==> src/rtl/cnt_slice_pkg.sv <==
// Shared types and constants for the cascadable up/down counter slice.
// Optional saturate mode is selected by CNT_SLICE_SATURATE_EN.
package cnt_slice_pkg;

  localparam logic DIR_DOWN = 1'b0;
  localparam logic DIR_UP   = 1'b1;

  localparam int unsigned DEFAULT_WIDTH = 4;

  // Largest value representable in `width` bits; default MAX_VAL.
  function automatic int unsigned default_max_val(input int unsigned width);
    return (32'd1 << width) - 32'd1;
  endfunction

  typedef enum logic [2:0] {
    SEL_RST,
    SEL_CLR,
    SEL_LOAD,
    SEL_CNT,
    SEL_HOLD
  } sel_e;

endpackage

==> src/rtl/cnt_term_detect.sv <==
// Terminal-value detector: at_term ignores en_t, tc is gated by en_t for cascading.
module cnt_term_detect
  import cnt_slice_pkg::*;
#(
  parameter int unsigned WIDTH   = DEFAULT_WIDTH,
  parameter int unsigned MAX_VAL = default_max_val(DEFAULT_WIDTH)
) (
  input  logic [WIDTH-1:0] q,
  input  logic             dir,
  input  logic             en_t,
  output logic             at_term,
  output logic             tc
);

  localparam logic [WIDTH-1:0] MAX_Q = WIDTH'(MAX_VAL);

  assign at_term = (dir == DIR_UP) ? (q == MAX_Q) : (q == '0);
  assign tc      = en_t & at_term;

endmodule

==> src/rtl/cnt_slice_ud.sv <==
// Cascadable synchronous up/down counter slice with clamped load, clear and terminal carry.
// Define CNT_SLICE_SATURATE_EN to hold at the terminal value instead of wrapping (adds sat).
module cnt_slice_ud
  import cnt_slice_pkg::*;
#(
  parameter int unsigned WIDTH   = DEFAULT_WIDTH,
  parameter int unsigned MAX_VAL = default_max_val(WIDTH),
  parameter int unsigned RST_VAL = 0
) (
  input  logic             clk,
  input  logic             rst,
  input  logic             clr,
  input  logic             load,
  input  logic [WIDTH-1:0] load_val,
  input  logic             en_p,
  input  logic             en_t,
  input  logic             dir,
  output logic [WIDTH-1:0] q,
  output logic             tc,
  output logic             wrap
`ifdef CNT_SLICE_SATURATE_EN
  ,
  output logic             sat
`endif
);

  localparam logic [WIDTH-1:0] MAX_Q      = WIDTH'(MAX_VAL);
  localparam logic [WIDTH-1:0] RST_Q      = WIDTH'(RST_VAL);
  localparam bit               FULL_RANGE = (MAX_VAL == default_max_val(WIDTH));

  logic [WIDTH-1:0] r_q;
  logic             r_wrap;
  logic [WIDTH-1:0] w_q_next;
  logic             w_wrap_next;
  logic [WIDTH-1:0] w_load_q;
  logic             w_at_term;
  logic             w_tc;
  sel_e             w_sel;

  cnt_term_detect #(
    .WIDTH  (WIDTH),
    .MAX_VAL(MAX_VAL)
  ) u_term (
    .q      (r_q),
    .dir    (dir),
    .en_t   (en_t),
    .at_term(w_at_term),
    .tc     (w_tc)
  );

  // Clamp loads so q can never exceed MAX_VAL.
  if (FULL_RANGE) begin : g_load_full
    assign w_load_q = load_val;
  end else begin : g_load_clamp
    assign w_load_q = (load_val > MAX_Q) ? MAX_Q : load_val;
  end

  always_comb begin
    w_sel = SEL_HOLD;
    if (rst)              w_sel = SEL_RST;
    else if (clr)         w_sel = SEL_CLR;
    else if (load)        w_sel = SEL_LOAD;
    else if (en_p & en_t) w_sel = SEL_CNT;
  end

`ifdef CNT_SLICE_SATURATE_EN
  logic r_sat;
  logic w_sat_next;

  always_comb begin
    w_q_next    = r_q;
    w_wrap_next = 1'b0;
    w_sat_next  = r_sat;
    unique case (w_sel)
      SEL_RST:  begin w_q_next = RST_Q;    w_sat_next = 1'b0; end
      SEL_CLR:  begin w_q_next = '0;       w_sat_next = 1'b0; end
      SEL_LOAD: begin w_q_next = w_load_q; w_sat_next = 1'b0; end
      SEL_CNT: begin
        if (w_at_term) begin
          w_sat_next = 1'b1;
        end else begin
          w_q_next   = (dir == DIR_UP) ? r_q + WIDTH'(1) : r_q - WIDTH'(1);
          w_sat_next = 1'b0;
        end
      end
      default: ;
    endcase
  end

  always_ff @(posedge clk) begin
    if (rst) r_sat <= 1'b0;
    else     r_sat <= w_sat_next;
  end

  assign sat = r_sat;
`else
  always_comb begin
    w_q_next    = r_q;
    w_wrap_next = 1'b0;
    unique case (w_sel)
      SEL_RST:  w_q_next = RST_Q;
      SEL_CLR:  w_q_next = '0;
      SEL_LOAD: w_q_next = w_load_q;
      SEL_CNT: begin
        if (w_at_term) begin
          w_q_next    = (dir == DIR_UP) ? '0 : MAX_Q;
          w_wrap_next = 1'b1;
        end else begin
          w_q_next = (dir == DIR_UP) ? r_q + WIDTH'(1) : r_q - WIDTH'(1);
        end
      end
      default: ;
    endcase
  end
`endif

  always_ff @(posedge clk) begin
    if (rst) begin
      r_q    <= RST_Q;
      r_wrap <= 1'b0;
    end else begin
      r_q    <= w_q_next;
      r_wrap <= w_wrap_next;
    end
  end

  assign q    = r_q;
  assign wrap = r_wrap;
  assign tc   = w_tc;

endmodule
==> config.mk <==
export PLATFORM = sky130hd
export DESIGN_NAME = cnt_slice_ud
export DESIGN_NICKNAME = d
export VERILOG_FILES = /design/src/rtl/cnt_slice_pkg.sv /design/src/rtl/cnt_term_detect.sv /design/src/rtl/cnt_slice_ud.sv
export SDC_FILE = /design/constraint.sdc
export NUM_CORES = 1
export LEC_CHECK = 0
export BUFFER_PORTS_ARGS = -buffer_cell sky130_fd_sc_hd__buf_2
export CAP_MARGIN = 10
export CELL_PAD_IN_SITES_DETAIL_PLACEMENT = 1
export CELL_PAD_IN_SITES_GLOBAL_PLACEMENT = 2
export CORE_MARGIN = 10
export CORE_UTILIZATION = 27
export DETAILED_ROUTE_END_ITERATION = 8
export MAX_ROUTING_LAYER = met4
export PLACE_DENSITY = 0.84
export SYNTH_ARGS = -nofsm -noshare
export SYNTH_HDL_FRONTEND = slang
export SYNTH_HIERARCHICAL = 1
export SYNTH_SLANG_ARGS = --single-unit
==> constraint.sdc <==
create_clock -name clk -period 3.5 [get_ports clk]
set_clock_uncertainty 0.1 [all_clocks]
set_input_delay 0 -clock clk [delete_from_list [all_inputs] [get_ports clk]]
set_output_delay 0 -clock clk [all_outputs]
set_load 0.005 [all_outputs]
==> results of run 1 <==
-- cells in the final DEF, fill, tap and decap left out, drive strengths merged --
| cell | netlist | layout |
|---|---|---|
| nor2 | 1 | 1 |
| nand3 | 1 | 1 |
| and4 | 1 | 1 |
| mux2i | 1 | 1 |
| a21oi | 4 | 4 |
| inv | 4 | 4 |
| and2 | 1 | 1 |
| nand4 | 1 | 1 |
| nor4 | 1 | 1 |
| a22oi | 1 | 1 |
| a22o | 1 | 1 |
| nand2b | 1 | 1 |
| xnor2 | 2 | 2 |
| a2111oi | 1 | 1 |
| dlygate4sd3 | 0 | 4 |
| ha | 2 | 2 |
| fa | 1 | 1 |
| a21o | 1 | 1 |
| dfxtp | 5 | 5 |
| o22ai | 1 | 1 |
| a221o | 2 | 2 |
| buf | 0 | 16 |
| nor3b | 1 | 1 |
| nand2 | 6 | 6 |
| clkbuf | 0 | 4 |
| o21ai | 2 | 2 |
| or4 | 1 | 1 |
-- timing repair --
item | 4_1_cts | 5_1_grt
setup buffers | 0 | 0
hold buffers | 4 | 0
endpoints found under the hold margin | 4 | 0
-- registers in the layout, summed over array words and instances, names as in the netlist --
name,flops
q,4
wrap,1
-- power groups by stage --
stage / clock network [mW] / logic, mW / registers [mW]
after detailed placement: 0 / 0.0440 / 0.0639
after global placement: 0 / 0.0425 / 0.0639
after floorplan: 0 / 0.0244 / 0.0632
final: 0.0704 / 0.0472 / 0.0629
after global routing: 0.0758 / 0.0519 / 0.0632
after CTS: 0.0725 / 0.0474 / 0.0628
-- per-layer routing --
| metal | vias up | part of all wire (%) | routed length (um) | global-route usage [%] |
|---|---|---|---|---|
| met5 | - | 0 | 0 | - |
| met4 | 0 | 0.89 | 12 | 3.93 |
| met3 | 2 | 10 | 138 | 4.94 |
| met2 | 14 | 46 | 622 | 12.8 |
| met1 | 193 | 43 | 578 | 7.94 |
| li1 | 211 | - | - | - |
-- layout make-up --
cell class / count / area (sq um)
Timing Repair Buffer: 20 / 120
Sequential cell: 5 / 100
Inverter: 4 / 15.0
Clock buffer: 4 / 26.3
Tap cell: 15 / 18.8
Multi-Input combinational cell: 34 / 294
Fill cell: 177 / 792
-- logic make-up (layout without fill, tap and decap cells) --
family                   after synthesis  in the layout  synth area share (%)
multiplexers                           1              1                  2.45
adder cells (fa/ha/maj)                3              3                  11.0
AND/OR/NAND/NOR                       15             15                  25.4
flip-flops                             5              5                  24.5
buffers and inverters                  4             28                  3.67
AO/OA/AOI/OAI                         13             13                  28.7
XOR/XNOR                               2              2                  4.28
-- tightest hold or removal path: cells and delay by family --
kind | cells | cell delay [ns]
buffers and inverters | 1 | 0.16
AND/OR/NAND/NOR | 3 | 0.21
-- worst paths after layout --
kind | startpoint | end | slack (ns) | depth (start not counted)
worst max-delay path | q[1]$_SDFFE_PP0P_ | q[3]$_SDFFE_PP0P_ | 1.42 | 7
worst min-delay path | clr | q[2]$_SDFFE_PP0P_ | 0.06 | 4
worst max register to register | q[1]$_SDFFE_PP0P_ | q[3]$_SDFFE_PP0P_ | 1.42 | 7
worst min register to register | q[2]$_SDFFE_PP0P_ | q[2]$_SDFFE_PP0P_ | 0.49 | 2
==> flow_metrics.env, run 1 <==
export IMPL_clkTransAtPathRegs_ns=0.05
export IMPL_power_internal_mw=0.125
export IMPL_synth_area_leaders="dfxtp_1 (24%), a2111oi_4 (6.7%), ha_1 (6.1%)"
export IMPL_tns_ns=0
export IMPL_first_pass_iters=3
export IMPL_wl_mm=1.35
export IMPL_design_area_sq_um=574
export IMPL_finalWeightedCongestion=0.752
export IMPL_setup_viol=0
export IMPL_synth_nets=57
export IMPL_io_pins=17
export IMPL_cts_htree_levels=1
export IMPL_max_freq_ghz=0.481
export IMPL_rsz0062_at_grt="false"
export IMPL_postPlaceCellArea_sq_um=508
export IMPL_drt_iter0_markers=5
export IMPL_async_flop_share_pct=0
export IMPL_dp_hpwl_mm=1.08
export IMPL_post_route_util_pct=42.0
export IMPL_grt_use_total_pct=8.20
export IMPL_required_ns=3.54
export IMPL_grt_overflow=0
export IMPL_min_path_type="in2reg"
export IMPL_power_density_nw_per_um2=314
export IMPL_maxSlewViolCount=0
export IMPL_tightest_slew_ns=0.381
export IMPL_synth_edf_count=0
export IMPL_synth_top_area_share_pct=24.5
export IMPL_drc=0
export IMPL_fin_crit_sh_pct=59.3
export IMPL_numCtsBuffers=3
export IMPL_fin_cells=82
export IMPL_clkSinkCount=5
export IMPL_place_inst=74
export IMPL_power_mw=0.180
export IMPL_yosysSeqAreaShare_pct=24.5
export IMPL_critical_path_arrival_ns=2.12
export IMPL_ys_seq_elements=5
export IMPL_clk_latency_ns=0.25
export IMPL_grt_pass1_vias=430
export IMPL_vias_per_cell=5.12
export IMPL_cap_violations=0
export IMPL_port_buffers=16
export IMPL_peakVddDrop_mv=0.108
export IMPL_post_route_min_period_ns=2.08
export IMPL_relSlewSlack_pct=74.6
export IMPL_worstSetupPathType="reg2reg"
export IMPL_grt_first_pass_wirelength_mm=2.08
export IMPL_cts_repair_resize_count=0
export IMPL_syn_area_sq_um=409
export IMPL_row_count=13
export IMPL_cts_path_max_buffers=2
export IMPL_critPathSlowestCell="or4_4"
export IMPL_final_nets=82
export IMPL_hold_violations=0
export IMPL_wl_per_cell_um=16.5
export IMPL_grt_max_degree=8
export IMPL_crit_family="simple AND/OR/NAND/NOR gates"
export IMPL_drive_above_1_share_pct=37.3
export IMPL_comb_power_share_pct=26.1
export IMPL_area_growth_pct=40.4
export IMPL_postSynthCellCount=43
export IMPL_die_h_um=58.9
export IMPL_crit_chain="or4_4, mux2i_1, inv_1, and4_1, a21oi_2, xnor2_1, a21o_1"
export IMPL_worst_slack_ns=1.42
export IMPL_start_util_pct=29.9
export IMPL_max_stage_delay_ns=0.57
export IMPL_core_sq_um=1370
export IMPL_cp_end_kind="flip-flop"
export IMPL_antenna_left=0
export IMPL_yosys_area_top_type="dfxtp_1"
export IMPL_switchingPower_mw=0.0552
export IMPL_worstSetupStartpointType="flip-flop"
export IMPL_path_buf_inv=1
export IMPL_leakage_nw=0.267
export IMPL_diodes=0
export IMPL_cts_tree="yes"
export IMPL_p_seq_share_pct=34.8
export IMPL_num_vias=420
export IMPL_cts_root_buf="clkbuf_4"
export IMPL_syn_mean_instance_area_sq_um=9.51
export IMPL_netlist_top_cells_count="nand2_1 (6), dfxtp_1 (5), inv_1 (4)"
export IMPL_holdWs_ns=0.0590
export IMPL_synth_top_flop_cell="dfxtp_1"
export IMPL_die_area_sq_um=3470
export IMPL_path_max_fanout=6
export IMPL_die_w_um=58.9
export IMPL_yosysWarningCount=6
export IMPL_switching_share_pct=30.6
export IMPL_pwr_share_clk_pct=39.0
export IMPL_synth_most_common_cell="nand2_1"
export IMPL_preCtsSetupSlack_ns=1.43
export IMPL_antenna_found_initial=0
export IMPL_synth_distinct_cells=26
export IMPL_outcome="completed"
Note: power is estimated with default switching activity, not from simulation.
==> inputs of run 2 (changes only) <==
--- a/config.mk
+++ b/config.mk
@@ -5,15 +5,16 @@
 export SDC_FILE = /design/constraint.sdc
 export NUM_CORES = 1
 export LEC_CHECK = 0
+export ABC_AREA = 1
 export BUFFER_PORTS_ARGS = -buffer_cell sky130_fd_sc_hd__buf_2
 export CAP_MARGIN = 10
 export CELL_PAD_IN_SITES_DETAIL_PLACEMENT = 1
 export CELL_PAD_IN_SITES_GLOBAL_PLACEMENT = 2
 export CORE_MARGIN = 10
-export CORE_UTILIZATION = 27
+export CORE_UTILIZATION = 19
 export DETAILED_ROUTE_END_ITERATION = 8
 export MAX_ROUTING_LAYER = met4
-export PLACE_DENSITY = 0.84
+export PLACE_DENSITY = 0.74
 export SYNTH_ARGS = -nofsm -noshare
 export SYNTH_HDL_FRONTEND = slang
 export SYNTH_HIERARCHICAL = 1
==> constraint.sdc (replaced) <==
create_clock -name clk -period 1.9 [get_ports clk]
set_clock_uncertainty 0.1 [all_clocks]
set_input_delay 0 -clock clk [delete_from_list [all_inputs] [get_ports clk]]
set_output_delay 0 -clock clk [all_outputs]
set_load 0.005 [all_outputs]
==> flow_metrics.env, run 2 <==
export IMPL_peakVddDrop_mv=0.330
export IMPL_syn_mean_instance_area_sq_um=6.11
export IMPL_cts_root_buf="clkbuf_4"
export IMPL_row_count=16
export IMPL_core_sq_um=2040
export IMPL_clkTransAtPathRegs_ns=0.05
export IMPL_max_freq_ghz=0.675
export IMPL_cts_path_max_buffers=2
export IMPL_synth_nets=83
export IMPL_pwr_share_clk_pct=39.6
export IMPL_post_route_min_period_ns=1.48
export IMPL_num_vias=469
export IMPL_switching_share_pct=28.6
export IMPL_cap_violations=0
export IMPL_clk_latency_ns=0.24
export IMPL_outcome="completed"
export IMPL_port_buffers=16
export IMPL_grt_pass1_vias=498
export IMPL_synth_most_common_cell="nand2_1"
export IMPL_synth_compound_area_share_pct=4.45
export IMPL_yosysSeqAreaShare_pct=23.7
export IMPL_final_nets=108
export IMPL_fin_crit_sh_pct=78.0
export IMPL_start_util_pct=20.6
export IMPL_grt_use_total_pct=5.98
export IMPL_io_pins=17
export IMPL_path_max_fanout=6
export IMPL_synth_area_leaders="nand2_1 (24%), dfxtp_1 (24%), inv_1 (12%)"
export IMPL_power_internal_mw=0.225
export IMPL_min_path_type="in2reg"
export IMPL_switchingPower_mw=0.0899
export IMPL_maxSlewViolCount=0
export IMPL_syn_area_sq_um=422
export IMPL_synth_simple_area_share_pct=47.5
export IMPL_tns_ns=0
export IMPL_required_ns=1.92
export IMPL_area_growth_pct=42.7
export IMPL_synthMuxAreaShare_pct=0
export IMPL_synth_edf_count=0
export IMPL_die_area_sq_um=4500
export IMPL_antenna_found_initial=0
export IMPL_largest_reg_flops=4
export IMPL_holdWs_ns=0.0354
export IMPL_synth_top_flop_cell="dfxtp_1"
export IMPL_power_density_nw_per_um2=523
export IMPL_relSlewSlack_pct=84.7
export IMPL_antenna_left=0
export IMPL_grt_max_degree=7
export IMPL_final_common_cell="nand2_1"
export IMPL_synth_top_family_by_area="simple AND/OR/NAND/NOR gates"
export IMPL_r2r_slack_ns=0.42
export IMPL_comb_power_share_pct=23.6
export IMPL_die_w_um=67.1
export IMPL_drc=0
export IMPL_yosys_area_top_type="nand2_1"
export IMPL_postSynthCellCount=69
export IMPL_synth_distinct_cells=14
export IMPL_grt_first_pass_wirelength_mm=2.00
export IMPL_synthAdderAreaFrac_pct=10.7
export IMPL_finalWeightedCongestion=0.782
export IMPL_first_pass_iters=4
export IMPL_grt_overflow=0
export IMPL_async_flop_share_pct=0
export IMPL_numCtsBuffers=3
export IMPL_die_h_um=67.1
export IMPL_dp_hpwl_mm=1.07
export IMPL_worstSetupStartpointType="flip-flop"
export IMPL_synth_top_area_share_pct=24.0
export IMPL_cts_htree_levels=1
export IMPL_rsz0062_at_grt="false"
export IMPL_tightest_slew_ns=0.229
export IMPL_wl_mm=1.18
export IMPL_yosysWarningCount=6
export IMPL_hold_violations=0
export IMPL_drive_above_1_share_pct=25.8
export IMPL_cts_tree="yes"
export IMPL_cp_end_kind="flip-flop"
export IMPL_netlist_top_cells_count="nand2_1 (27), inv_1 (13), nand3_1 (6), nor2_1 (6), dfxtp_1 (5)"
export IMPL_ys_seq_elements=5
export IMPL_wl_per_cell_um=9.79
export IMPL_setup_viol=0
export IMPL_synth_xor_area_share_pct=2.08
export IMPL_post_cts_buffers=0
export IMPL_vias_per_cell=3.91
export IMPL_clkSinkCount=5
export IMPL_critical_path_arrival_ns=1.51
export IMPL_worstSetupPathType="reg2reg"
export IMPL_fillers=297
export IMPL_drt_iter0_markers=8
export IMPL_leakage_nw=0.335
export IMPL_final_cell_mix="nand2_1 (27), buf_2 (16), inv_1 (13)"
export IMPL_diodes=0
export IMPL_p_seq_share_pct=36.8
==> run 2: power groups by stage <==
stage | registers [mW] | clock network (mW) | logic, mW
after floorplan | 0.117 | 0 | 0.0419
after global placement | 0.118 | 0 | 0.0698
after detailed placement | 0.118 | 0 | 0.0706
after CTS | 0.116 | 0.132 | 0.0768
after global routing | 0.117 | 0.139 | 0.0874
final | 0.116 | 0.125 | 0.0743
==> run 2: final timing paths <==
kind | start | to | depth (start not counted)
max | q[0]$_SDFFE_PP0P_ | q[2]$_SDFFE_PP0P_ | 5
min | rst | wrap$_SDFF_PP0_ | 4
max reg2reg | q[0]$_SDFFE_PP0P_ | q[2]$_SDFFE_PP0P_ | 5
min reg2reg | q[0]$_SDFFE_PP0P_ | q[0]$_SDFFE_PP0P_ | 2
==> run 2: cell type report <==
cell class                 instances  area [sq um]  area share, %
timing repair buffer              20           120           20.0
multi-input combinational         51           273           45.3
inverter                          13          48.8           8.11
clock buffer                       4          26.3           4.37
sequential                         5           100           16.6
tap                               27          33.8           5.61
==> run 2: routing by layer <==
metal | GRT usage, % | wire, um | up-vias | part of all wire, %
li1 | - | - | 255 | -
met1 | 5.74 | 560 | 200 | 48
met2 | 10.3 | 542 | 12 | 46
met3 | 2.17 | 55 | 2 | 4.7
met4 | 3.08 | 16 | 0 | 1.4
met5 | - | 0 | - | 0
==> run 2: what timing repair did <==
item	in CTS	in global routing
resized for setup	0	0
endpoints found under the hold margin	4	0
hold buffers	4	0
==> run 2: cell families (layout without fill, tap and decap cells) <==
| family | Yosys count | after routing |
|---|---|---|
| and+or+nand+nor | 44 | 44 |
| buffers and inverters | 13 | 37 |
| DFF | 5 | 5 |
| adders and majority gates | 3 | 3 |
| AOI/OAI and AO/OA | 3 | 3 |
| xor gates and xnor gates | 1 | 1 |
==> run 2: critical path: stages (launching register included) <==
cell     delay [ns]
dfxtp_1        0.40
inv_1          0.09
fa_1           0.41
xnor2_1        0.13
o21ai_0        0.14
nand3_1        0.08
==> run 2: per-stage QoR <==
stage / std cells / worst slack (ns) / power, mW / instance area, sq um / util (%)
after floorplan: 69 / 0.488 / 0.159 / 422 / -
after global placement: 112 / 0.452 / 0.187 / 536 / 26.2
after detailed placement: 112 / 0.411 / 0.188 / 536 / 26.2
after CTS: 120 / 0.396 / 0.325 / 602 / 29.5
after global routing: 120 / 0.256 / 0.343 / 602 / 29.5
final: 120 / 0.418 / 0.315 / 602 / 29.5
==> inputs of run 3 (changes only) <==
==> constraint.sdc (replaced) <==
create_clock -name clk -period 1.3 [get_ports clk]
set_clock_uncertainty 0.1 [all_clocks]
set_input_delay 0 -clock clk [delete_from_list [all_inputs] [get_ports clk]]
set_output_delay 0 -clock clk [all_outputs]
set_load 0.005 [all_outputs]
==> flow_metrics.env, run 3 (synthesis results as in run 2) <==
export IMPL_rsz0062_at_grt="true"
export IMPL_die_w_um=67.1
export IMPL_relSlewSlack_pct=87.3
export IMPL_io_pins=17
export IMPL_path_max_fanout=5
export IMPL_grt_first_pass_wirelength_mm=2.41
export IMPL_peakVddDrop_mv=0.369
export IMPL_multi_input_area_sq_um=295
export IMPL_regArea_sq_um=115
export IMPL_postPlaceCellArea_sq_um=587
export IMPL_cts_path_max_buffers=2
export IMPL_vias_per_cell=4.04
export IMPL_worst_slack_ns=-0.0365
export IMPL_fillers=278
export IMPL_comb_power_share_pct=29.1
export IMPL_setup_viol=2
export IMPL_pwr_share_clk_pct=37.3
export IMPL_area_growth_pct=69.1
export IMPL_antenna_found_initial=0
export IMPL_hold_violations=0
export IMPL_die_area_sq_um=4500
export IMPL_largest_reg_flops=4
export IMPL_maxSlewViolCount=0
export IMPL_power_density_nw_per_um2=692
export IMPL_drc=0
export IMPL_required_ns=1.32
export IMPL_grt_overflow=0
export IMPL_core_sq_um=2040
export IMPL_failed_checks="negative setup slack"
export IMPL_p_seq_share_pct=33.6
export IMPL_max_freq_ghz=0.748
export IMPL_cts_htree_levels=1
export IMPL_wl_mm=1.48
export IMPL_grt_max_degree=7
export IMPL_cts_root_buf="clkbuf_4"
export IMPL_num_vias=521
export IMPL_post_route_min_period_ns=1.34
export IMPL_clk_latency_ns=0.24
export IMPL_drive_above_1_share_pct=44.1
export IMPL_cap_violations=0
export IMPL_min_path_type="in2reg"
export IMPL_power_internal_mw=0.346
export IMPL_switching_share_pct=29.9
export IMPL_final_cell_mix="nand2_1 (24), buf_2 (16), inv_1 (10)"
export IMPL_switchingPower_mw=0.148
export IMPL_final_nets=117
export IMPL_cp_end_kind="flip-flop"
export IMPL_fin_crit_sh_pct=103
export IMPL_design_area_sq_um=713
export IMPL_dp_hpwl_mm=1.17
export IMPL_tightest_slew_ns=0.189
export IMPL_start_util_pct=20.6
export IMPL_worstSetupPathType="reg2reg"
export IMPL_post_route_util_pct=34.9
export IMPL_numCtsBuffers=3
export IMPL_first_pass_iters=4
export IMPL_port_buffers=16
export IMPL_critical_path_arrival_ns=1.36
export IMPL_grt_pass1_vias=574
export IMPL_final_common_cell="nand2_1"
export IMPL_die_h_um=67.1
export IMPL_grt_use_total_pct=6.97
export IMPL_clkSinkCount=5
export IMPL_drt_iter0_markers=10
export IMPL_finalWeightedCongestion=0.725
export IMPL_diodes=0
export IMPL_cts_tree="yes"
export IMPL_outcome="complete, but fails checks"
export IMPL_wl_per_cell_um=11.5
export IMPL_leakage_nw=0.381
export IMPL_clkTransAtPathRegs_ns=0.05
export IMPL_row_count=16
export IMPL_antenna_left=0
export IMPL_worstSetupStartpointType="flip-flop"
==> run 3: changes by cell type in the layout (fill, tap and decap cells not counted), moves of 2 or more <==
| cell | previous run | this run |
|---|---|---|
| o21ai_0 | 2 | 0 |
| nand2_1 | 27 | 24 |
| nand2_2 | 1 | 4 |
| inv_1 | 13 | 10 |
| o21ai_1 | 0 | 2 |
| dfxtp_4 | 0 | 4 |
| inv_2 | 0 | 2 |
| buf_4 | 0 | 8 |
| dfxtp_1 | 5 | 1 |
==> run 3: final timing paths <==
check	startpoint	end	slack, ns	cells past startpoint
hold reg to reg	q[1]$_SDFFE_PP0P_	q[1]$_SDFFE_PP0P_	0.43	2
setup reg to reg	q[0]$_SDFFE_PP0P_	q[2]$_SDFFE_PP0P_	-0.04	5
setup / recovery	q[0]$_SDFFE_PP0P_	q[2]$_SDFFE_PP0P_	-0.04	5
hold / removal	rst	wrap$_SDFF_PP0_	0.03	4
==> run 3: layout make-up <==
| class | count | area share, % |
|---|---|---|
| well taps | 27 | 4.74 |
| flip-flops and latches | 5 | 16.1 |
| clock buffers | 4 | 3.68 |
| multi-input cells | 51 | 41.4 |
| repair buffers | 29 | 26.8 |
| inverters | 13 | 7.19 |
==> run 3: worst max-delay path, stage by stage, from the launching register on <==
cell     delay (ns)
dfxtp_4        0.37
inv_4          0.04
fa_2           0.36
xnor2_1        0.15
o21ai_1        0.12
nand3_1        0.07
==> run 3: per-layer routing <==
metal | track usage [%] | share of wire (%) | vias up
met5 | - | 0 | -
met4 | 2.31 | 0 | 0
met3 | 1.34 | 3.4 | 0
met2 | 12.6 | 52 | 13
met1 | 7.41 | 45 | 235
li1 | - | - | 273
==> run 3: timing repair <==
item / CTS / global route
gates cloned: 0 / 0
endpoints found under the hold margin: 4 / 0
pin swaps: 5 / 5
hold buffers: 4 / 0
setup buffers: 2 / 1
gates resized for setup: 8 / 7
endpoints found under the setup margin: 5 / 5
==> run 3: metrics by stage <==
| step | setup WS (ns) | power [mW] | std cells | hold WS (ns) | setup TNS [ns] |
|---|---|---|---|---|---|
| final | -0.0365 | 0.494 | 129 | 0.0348 | -0.0514 |
| after CTS | -0.0320 | 0.497 | 128 | 0.0321 | -0.0709 |
| after global placement | -0.0391 | 0.290 | 118 | 0.114 | -0.132 |
| after global routing | -0.0843 | 0.531 | 129 | 0.0625 | -0.293 |
| after detailed placement | -0.0533 | 0.293 | 118 | 0.121 | -0.190 |
| after floorplan | 0.00847 | 0.233 | 69 | -0.0241 | 0 |
==> run 3: power by group through the flow <==
stage | logic [mW] | registers, mW | clock network [mW]
after floorplan | 0.0618 | 0.172 | 0
after global placement | 0.118 | 0.172 | 0
after detailed placement | 0.121 | 0.172 | 0
after CTS | 0.141 | 0.166 | 0.190
after global routing | 0.162 | 0.166 | 0.202
final | 0.144 | 0.166 | 0.184
